File: src/rtl/pipeline_hazard_unit_if.sv
// Hazard-controller bus: per-stage stall requests and redirect requests from the
// pipeline, with stall/flush, PC-load and counter/watchdog observation going back.
interface pipeline_hazard_unit_if #(
    parameter int NUM_STAGES   = 5,
    parameter int NUM_REDIRECT = 2,
    parameter int ADDR_WIDTH   = 32,
    parameter int CNT_WIDTH    = 32
);
    localparam int NUM_CNT = NUM_STAGES + NUM_REDIRECT;
    localparam int SEL_W   = (NUM_CNT > 1) ? $clog2(NUM_CNT) : 1;

    logic [NUM_STAGES-1:0]              stall_req;
    logic [NUM_REDIRECT-1:0]            redirect_valid;
    logic [NUM_REDIRECT*ADDR_WIDTH-1:0] redirect_target;
    logic [NUM_STAGES-1:0]              hc_stall;
    logic [NUM_STAGES-1:0]              hc_flush;
    logic                               load_pc_we;
    logic [ADDR_WIDTH-1:0]              load_pc_new_pc;
    logic [SEL_W-1:0]                   cnt_sel;
    logic [CNT_WIDTH-1:0]               cnt_rdata;
    logic                               cnt_clear;
    logic                               deadlock;

    // Pipeline side: raises requests, consumes stall/flush/PC-load.
    modport master (
        output stall_req, redirect_valid, redirect_target, cnt_sel, cnt_clear,
        input  hc_stall, hc_flush, load_pc_we, load_pc_new_pc, cnt_rdata, deadlock
    );

    // Hazard-unit side.
    modport slave (
        input  stall_req, redirect_valid, redirect_target, cnt_sel, cnt_clear,
        output hc_stall, hc_flush, load_pc_we, load_pc_new_pc, cnt_rdata, deadlock
    );
endinterface

File: src/rtl/pipeline_hazard_unit.sv
// Hazard controller for an N-stage in-order pipeline: turns per-stage stall
// requests and redirect requests into stall/flush for every pipeline register
// and a PC overload, with saturating hazard counters and a no-retire watchdog.
module pipeline_hazard_unit #(
    parameter int NUM_STAGES   = 5,
    parameter int NUM_REDIRECT = 2,
    parameter int ADDR_WIDTH   = 32,
    parameter int DELAY_SLOT   = 1,
    parameter int REDIRECT_REG = 0,
    parameter int CNT_WIDTH    = 32,
    parameter int WDOG_CYCLES  = 1024
) (
    input  logic                    clk,
    input  logic                    rst_n,
    pipeline_hazard_unit_if.slave   bus
);
    localparam int NUM_CNT = NUM_STAGES + NUM_REDIRECT;
    localparam int SEL_W   = (NUM_CNT > 1) ? $clog2(NUM_CNT) : 1;
    localparam int RIDX_W  = (NUM_REDIRECT > 1) ? $clog2(NUM_REDIRECT) : 1;
    localparam int WD_W    = $clog2(WDOG_CYCLES + 1);

    logic [NUM_STAGES-1:0]              w_sr;
    logic [NUM_REDIRECT-1:0]            w_rv;
    logic [NUM_REDIRECT*ADDR_WIDTH-1:0] w_rt;
    logic [SEL_W-1:0]                   w_sel;

    logic [NUM_STAGES-1:0]              w_hold;
    logic [NUM_STAGES-1:0]              w_kill;
    logic [NUM_STAGES-1:0]              w_stall;
    logic [NUM_STAGES-1:0]              w_flush;
    logic                               w_win_v;
    logic [RIDX_W-1:0]                  w_win_idx;
    logic [ADDR_WIDTH-1:0]              w_win_tgt;
    logic                               w_act;
    logic [NUM_CNT-1:0]                 w_inc;
    logic [CNT_WIDTH-1:0]               w_rdata;

    logic                               r_rd_v;
    logic [ADDR_WIDTH-1:0]              r_rd_pc;
    logic [CNT_WIDTH-1:0]               r_cnt [NUM_CNT];
    logic [WD_W-1:0]                    r_wd;
    logic                               r_deadlock;

    assign w_sr  = bus.stall_req;
    assign w_rv  = bus.redirect_valid;
    assign w_rt  = bus.redirect_target;
    assign w_sel = bus.cnt_sel;

    // Backpressure: a register holds if its own stage or anything downstream stalls.
    always_comb begin
        w_hold = '0;
        for (int unsigned i = 0; i < NUM_STAGES - 1; i++) begin
            w_hold[NUM_STAGES-2-i] = w_sr[NUM_STAGES-2-i] | w_hold[NUM_STAGES-1-i];
        end
    end

    // Redirect arbitration: the highest valid source (oldest stage) wins.
    always_comb begin
        w_win_v   = 1'b0;
        w_win_idx = '0;
        w_win_tgt = '0;
        for (int unsigned r = 0; r < NUM_REDIRECT; r++) begin
            if (w_rv[r]) begin
                w_win_v   = 1'b1;
                w_win_idx = RIDX_W'(r);
                w_win_tgt = w_rt[r*ADDR_WIDTH +: ADDR_WIDTH];
            end
        end
    end

    // Wrong-path kill: registers younger than the winning stage (and the stage
    // itself when there is no delay slot).
    always_comb begin
        int unsigned stage;
        w_kill = '0;
        stage  = 32'(w_win_idx) + 1;
        for (int unsigned k = 1; k < NUM_STAGES; k++) begin
            if (w_win_v) begin
                if (DELAY_SLOT != 0) w_kill[k] = (k < stage);
                else                 w_kill[k] = (k <= stage);
            end
        end
    end

    // Stall/flush outputs; a redirect only overrides IF's own stall, never
    // backpressure from register 1.
    always_comb begin
        w_act    = (REDIRECT_REG != 0) ? r_rd_v : w_win_v;
        w_stall  = w_hold;
        w_stall[0] = w_hold[1] | (w_hold[0] & ~w_act);
        w_flush  = '0;
        for (int unsigned k = 1; k < NUM_STAGES; k++) begin
            w_flush[k] = w_sr[k-1] | w_kill[k];
        end
        if ((REDIRECT_REG != 0) && r_rd_v) begin
            w_flush[1] = 1'b1;
        end
    end

    // Registered-redirect holding flop, overwritten by each cycle's winner.
    always_ff @(posedge clk or negedge rst_n) begin
        if (!rst_n) begin
            r_rd_v  <= 1'b0;
            r_rd_pc <= '0;
        end else begin
            r_rd_v <= w_win_v;
            if (w_win_v) r_rd_pc <= w_win_tgt;
        end
    end

    // Counter increment sources: per-stage stall requests, then per-source wins.
    always_comb begin
        w_inc = '0;
        for (int unsigned k = 0; k < NUM_STAGES; k++) begin
            w_inc[k] = w_sr[k];
        end
        for (int unsigned r = 0; r < NUM_REDIRECT; r++) begin
            w_inc[NUM_STAGES+r] = w_win_v && (w_win_idx == RIDX_W'(r));
        end
    end

    // Saturating hazard counters; clear beats a coincident increment.
    always_ff @(posedge clk or negedge rst_n) begin
        if (!rst_n) begin
            for (int unsigned i = 0; i < NUM_CNT; i++) r_cnt[i] <= '0;
        end else begin
            for (int unsigned i = 0; i < NUM_CNT; i++) begin
                if (bus.cnt_clear)                     r_cnt[i] <= '0;
                else if (w_inc[i] && (r_cnt[i] != '1)) r_cnt[i] <= r_cnt[i] + 1'b1;
            end
        end
    end

    // Counter read port; unmatched selects read zero.
    always_comb begin
        w_rdata = '0;
        for (int unsigned i = 0; i < NUM_CNT; i++) begin
            if (w_sel == SEL_W'(i)) w_rdata = r_cnt[i];
        end
    end

    // Watchdog: consecutive cycles in which the last non-WB register holds.
    always_ff @(posedge clk or negedge rst_n) begin
        if (!rst_n) begin
            r_wd <= '0;
        end else if (!w_hold[NUM_STAGES-2]) begin
            r_wd <= '0;
        end else if (r_wd != WD_W'(WDOG_CYCLES - 1)) begin
            r_wd <= r_wd + 1'b1;
        end
    end

    // Sticky deadlock flag, cleared only by cnt_clear or reset.
    always_ff @(posedge clk or negedge rst_n) begin
        if (!rst_n) begin
            r_deadlock <= 1'b0;
        end else if (bus.cnt_clear) begin
            r_deadlock <= 1'b0;
        end else if (w_hold[NUM_STAGES-2] && (r_wd == WD_W'(WDOG_CYCLES - 1))) begin
            r_deadlock <= 1'b1;
        end
    end

    assign bus.hc_stall       = w_stall;
    assign bus.hc_flush       = w_flush;
    assign bus.load_pc_we     = rst_n & ((REDIRECT_REG != 0) ? r_rd_v : w_win_v);
    assign bus.load_pc_new_pc = (REDIRECT_REG != 0) ? r_rd_pc : w_win_tgt;
    assign bus.cnt_rdata      = w_rdata;
    assign bus.deadlock       = r_deadlock;
endmodule

File: src/flat_wrapper.sv
// flat-port wrapper written by rule: the top's interface ports become plain ports
module pipeline_hazard_unit_flat 
#(
    parameter int NUM_STAGES   = 5,
    parameter int NUM_REDIRECT = 2,
    parameter int ADDR_WIDTH   = 32,
    parameter int DELAY_SLOT   = 1,
    parameter int REDIRECT_REG = 0,
    parameter int CNT_WIDTH    = 32,
    parameter int WDOG_CYCLES  = 1024
)
  (clk, rst_n, bus_stall_req, bus_redirect_valid, bus_redirect_target, bus_cnt_sel, bus_cnt_clear, bus_hc_stall, bus_hc_flush, bus_load_pc_we, bus_load_pc_new_pc, bus_cnt_rdata, bus_deadlock);
  pipeline_hazard_unit_if #(.NUM_STAGES(NUM_STAGES), .NUM_REDIRECT(NUM_REDIRECT), .ADDR_WIDTH(ADDR_WIDTH), .CNT_WIDTH(CNT_WIDTH)) bus_i ();
  input  logic clk;
  input  logic rst_n;
  input wire logic [$bits(bus_i.stall_req)-1:0] bus_stall_req;
  input wire logic [$bits(bus_i.redirect_valid)-1:0] bus_redirect_valid;
  input wire logic [$bits(bus_i.redirect_target)-1:0] bus_redirect_target;
  input wire logic [$bits(bus_i.cnt_sel)-1:0] bus_cnt_sel;
  input wire logic [$bits(bus_i.cnt_clear)-1:0] bus_cnt_clear;
  output wire logic [$bits(bus_i.hc_stall)-1:0] bus_hc_stall;
  output wire logic [$bits(bus_i.hc_flush)-1:0] bus_hc_flush;
  output wire logic [$bits(bus_i.load_pc_we)-1:0] bus_load_pc_we;
  output wire logic [$bits(bus_i.load_pc_new_pc)-1:0] bus_load_pc_new_pc;
  output wire logic [$bits(bus_i.cnt_rdata)-1:0] bus_cnt_rdata;
  output wire logic [$bits(bus_i.deadlock)-1:0] bus_deadlock;
  assign bus_i.stall_req = bus_stall_req;
  assign bus_i.redirect_valid = bus_redirect_valid;
  assign bus_i.redirect_target = bus_redirect_target;
  assign bus_i.cnt_sel = bus_cnt_sel;
  assign bus_i.cnt_clear = bus_cnt_clear;
  assign bus_hc_stall = bus_i.hc_stall;
  assign bus_hc_flush = bus_i.hc_flush;
  assign bus_load_pc_we = bus_i.load_pc_we;
  assign bus_load_pc_new_pc = bus_i.load_pc_new_pc;
  assign bus_cnt_rdata = bus_i.cnt_rdata;
  assign bus_deadlock = bus_i.deadlock;
  pipeline_hazard_unit #(.NUM_STAGES(NUM_STAGES), .NUM_REDIRECT(NUM_REDIRECT), .ADDR_WIDTH(ADDR_WIDTH), .DELAY_SLOT(DELAY_SLOT), .REDIRECT_REG(REDIRECT_REG), .CNT_WIDTH(CNT_WIDTH), .WDOG_CYCLES(WDOG_CYCLES)) u_core (.clk(clk), .rst_n(rst_n), .bus(bus_i));
endmodule
File: config.mk
export PLATFORM = sky130hd
export DESIGN_NAME = pipeline_hazard_unit_flat
export DESIGN_NICKNAME = d
export VERILOG_FILES = /design/src/rtl/pipeline_hazard_unit_if.sv /design/src/rtl/pipeline_hazard_unit.sv /design/src/flat_wrapper.sv
export SDC_FILE = /design/constraint.sdc
export NUM_CORES = 1
export LEC_CHECK = 0
export CAP_MARGIN = 10
export CORE_MARGIN = 3
export CORE_UTILIZATION = 60
export CTS_BUF_LIST = sky130_fd_sc_hd__clkbuf_8
export CTS_CLUSTER_DIAMETER = 100
export DETAILED_ROUTE_END_ITERATION = 10
export GPL_ROUTABILITY_DRIVEN = 1
export PLACE_DENSITY_LB_ADDON = 0.08
export SYNTH_ARGS = -nofsm -noshare
export SYNTH_HDL_FRONTEND = slang
export SYNTH_SLANG_ARGS = --single-unit
File: constraint.sdc
create_clock -name clk -period 4.5 [get_ports clk]
set_input_delay 0.9 -clock clk [delete_from_list [all_inputs] [get_ports clk]]
set_output_delay 0.9 -clock clk [all_outputs]
set_load 0.02 [all_outputs]
== Word level (Yosys, flattened, before mapping) ==
Index checks and enable logic that the tools add are counted.

* Register bits: 236
* Input bits: 77

* Mux-type cells: 34
* Add/subtract/negate cells: 9
* Equal/unequal tests: 16
* Reduce and logical (&&, ||, !) cells: 19
* Order comparisons: 4
* Bitwise logic cells: 12

{| class="wikitable"
|+ Operator list
! operator !! number
|-
| $mux 32 || 23
|-
| $add 32x1->32 const B || 7
|-
| $ne 32x32->1 const B || 7
|-
| $lt 2x32->1 const A || 2
|-
| $lt 1x32->1 const A || 1
|-
| $lt 3x32->1 const A || 1
|-
| $mux 11 || 2
|-
| $reduce_bool 2->1 || 8
|-
| $add 11x1->11 const B || 1
|-
| $eq 11x10->1 const B || 1
|-
| $ne 11x10->1 const B || 1
|-
| $logic_and 1x1->1 || 10
|-
| $eq 3x3->1 const B || 3
|-
| $mux 1 || 9
|-
| $or 1x1->1 || 8
|-
| $eq 3x2->1 const B || 2
|-
| $eq 3x1->1 const B || 1
|-
| $logic_not 3->1 || 1
|-
| $add 1x1->2 const B || 1
|-
| $and 1x1->1 || 2
|-
| $ne 2x1->1 const B || 1
|-
| $not 1->1 || 2
|}

== Longest topological paths before layout ==
* Depth after elaboration: 8
* Gate-level depth with buffers: 8
* Mapped depth without buffers: 6

== Least setup slack after synthesis ==
No wires, ideal clock.

* Path type: input-to-output
* Start point: in bus_cnt_sel[0]
* End point: out bus_cnt_rdata[23]
* Stages on the path: 7
* Buffers on the path: 3
* Path slack: 1106 ps
* Data required time: 3600 ps
* Arrival: 2494 ps
* Cells stage by stage: buf_2 > buf_1 > buf_2 > mux2i_1 > nor2_1 > a21oi_1 > a21oi_1

* Word-level cells in the longest chain between the ends: 8

{| class="wikitable"
|+ RTL lines
! what !! RTL line !! source
|-
| start: declaration || flat_wrapper.sv:19 || <nowiki>input wire logic [$bits(bus_i.cnt_sel)-1:0] bus_cnt_sel;</nowiki>
|-
| $logic_not 3->1 || pipeline_hazard_unit.sv:138 || <nowiki>if (w_sel == SEL_W'(i)) w_rdata = r_cnt[i];</nowiki>
|-
| $mux 32 (6 in series) || pipeline_hazard_unit.sv:138 ||
|-
| $mux 32 * || pipeline_hazard_unit.sv:138 ||
|-
| end: declaration || flat_wrapper.sv:25 || <nowiki>output wire logic [$bits(bus_i.cnt_rdata)-1:0] bus_cnt_rdata;</nowiki>
|}

Mark *: on every way between the ends. The rest lies on a longest branch, timed or not.

== Worst setup path in the final report ==
* Start point: in bus_cnt_sel[0]
* End point: out bus_cnt_rdata[6]

The elaborated chain is that of the path after synthesis.

==> flow_summary.ini <==
[status]
status = finished clean

[cts]
cts_tree = done
postCtsHoldBufs = 0
clock_latency_ns = 0.54
cts_resized = 0
postCtsSetupBuffers = 0
cts_buffer_depth = 3
clk_pin_slew_worst_paths_ns = 0.05
cts.sinks = 236
htreeDepth = 2
cts_buffers = 42
cts_root_buf = clkbuf_8

[global_routing]
met3_usage_pct = 8.202
first_global_vias = 13580
grt_pass1_wl_um = 74210
grt_max_degree = 196
overflow = 0
grtUsageMet2_pct = 51.53
use_met1_pct = 49.47
top_usage_layer = met2
grt.total_usage_pct = 34.82
antenna_found_initial = 1

[yosys]
synthCells = 1697
synthTopCellsByCount = 236 x dfrtp_1, 195 x nor2_1, 185 x a21oi_1, 100 x nand2_1, 83 x o21ai_0
synthAdderAreaFrac_pct = 0.6624
synth_top_area_cell = dfrtp_1
ys_top_cells_by_area = dfrtp_1 39%, a21oi_1 6.1%, nor2_1 4.8%
synth_edf_count = 0
ys_types = 64
synth_most_common_cell = dfrtp_1
synth.top_cell.area_share_pct = 39.08
syn_avg_cell_area_um2 = 8.905
ys_seq_area_share_pct = 39.08
async_reset_ff_share_pct = 100.0
ys_warn_count = 0
synthSimpleGateAreaFrac_pct = 25.82
synth_top_family_by_area = simple AND/OR/NAND/NOR gates
synth-xor-area-share_pct = 4.521
ys_ff_latch = 236
syn_area_um2 = 15110
synth_compound_area_share_pct = 17.83
synthMuxAreaShare_pct = 8.255
synth_flop_cell = dfrtp_1

[floorplanning]
ioPinCount = 153
start_util_pct = 61.60
rows = 57
dieArea_um2 = 27130
design.core.area_um2 = 24530
die_x_um = 164.7
die-height_um = 164.7

[placed_design]
dp_hpwl_um = 34980
placed_area_um2 = 16760
gp_congestion = 1.005
portBuffers = 150

[layout]
nFillCells = 1886
finish.utilization_pct = 71.51
nets = 1888
area_growth_pct = 16.10
diodes = 0
drive_gt1_share_pct = 8.922
fin_area_um2 = 17540

[timing]
setup_violations = 0
tightest_slew_ns = 1.140
min_period_over_period_pct = 88.81
fmax_ghz = 0.2502
skew_ns = 0.02177
rsz0062_at_grt = false
fin_crit_ns = 3.996
relSlewSlack_pct = 22.82
finalSetupTns_ns = 0
report.final.hold_viol_count = 0
drv_slew = 0

[route]
first_pass_iters = 6
drc_errors = 0
viasPerCell = 6.851
drtIter0Drc = 1947
drt_wl_total_um = 47900
route.vias.total = 14740
final_antenna_net_count = 0
wl_per_cell_um = 22.27

[flow_run]
drv_cap = 0

[power]
peakVddDrop_v = 0.0003128
leakagePower_uw = 0.006624
pwr_density_cell_nw_per_um2 = 258.6

[worst_setup_path]
cp.arrival_ns = 3.10
start_kind = input port
cpLargestDelayFamily = simple AND/OR/NAND/NOR gates
slowest_stage = nor2_1
path_max_fanout = 35
path_buf_inv = 2
crit_required_ns = 3.60
worst_setup_path_end_kind = output port
slowest_delay_ns = 0.62
crit_type = in -> out
crit_chain = buf_4 -> nor2_1 -> and2_1 -> a221o_1 -> clkdlybuf4s50_1

[hold_path]
holdCritPathClass = in -> async
[stage by stage]
step	power [uW]	worst slack (ns)	hold WS, ns	std cells
2_1_floorplan	2420	1.106	0.4579	1698
3_3_place_gp	2655	0.5469	0.4723	2083
3_5_place_dp	2662	0.5077	0.4915	2083
4_1_cts	4564	0.5012	0.2432	2151
5_1_grt	4695	0.3625	0.2586	2151
6_report	4537	0.5035	0.2416	2151
[metal layers]
metal / routed length (um) / vias up
met5: 16 / -
met4: 2196 / 2
met3: 5643 / 151
met2: 21060 / 862
met1: 18990 / 7137
li1: - / 6585
[flip-flops by register name, indices dropped and copies added (netlist names)]
name / flops
u_core.r_cnt: 224
u_core.r_wd: 11
u_core.bus.deadlock: 1
[logic make-up (layout without fill, tap and decap cells)]
kind of cell	Yosys count	in the layout
AO/OA/AOI/OAI	430	430
XOR/XNOR	78	78
adder cells (fa/ha/maj)	8	8
buffers and inverters	138	267
flip-flops	236	236
multiplexers	83	83
other	1	2
AND/OR/NAND/NOR	723	723
[cell type report]
class / instances / area (um2) / share of cell area (%)
Multi-Input combinational cell: 1324 / 8642 / 49.26
Clock inverter: 19 / 108.9 / 0.6205
Tap cell: 324 / 405.4 / 2.311
Clock buffer: 49 / 674.4 / 3.844
Inverter: 28 / 105.1 / 0.5991
Timing Repair Buffer: 171 / 1703 / 9.706
Sequential cell: 236 / 5906 / 33.66
[cells in the final DEF (no fill, tap or decap), types with 8 or more instances in the layout]
master and count:
and2_1 12, or4_1 50, mux2_2 13, and4_1 32, a31o_2 9, inv_1 42, nor3_1 16, and3_1 33
ha_1 8, o21ai_0 83, nand4_1 67, or3_1 81, xnor2_1 58, nand2_1 100, mux4_2 32, mux2i_1 38
a22o_1 31, nor2b_1 16, or2_2 10, a21oi_1 185, a221o_1 10, clkbuf_8 49, nand3_1 65, nor4_1 21
a211oi_1 18, dfrtp_1 236, o31ai_1 42, xor2_1 20, o211ai_1 9, nor2_1 195, clkdlybuf4s50_1 145, buf_4 18
[where the power goes]
part / switching (uW) / internal, uW
Sequential: 25.1 / 2140
Combinational: 263 / 199
Clock: 873 / 1040
[path summary, 6_finish.rpt]
check	from	endpoint	slack [ns]	cells after the start
setup / recovery	bus_cnt_sel[0]	bus_cnt_rdata[6]	0.50	5
hold / removal	rst_n	u_core.r_cnt[155]	0.24	1
setup reg to reg	u_core.r_cnt[118]	u_core.r_cnt[123]	1.69	5
hold reg to reg	u_core.r_wd[9]	u_core.r_wd[10]	0.50	1
max in group asynchronous	rst_n	u_core.r_cnt[30]	2.86	2
min in group clk	u_core.r_wd[9]	u_core.r_wd[10]	0.50	1
Power figures use the tool's default switching activity.
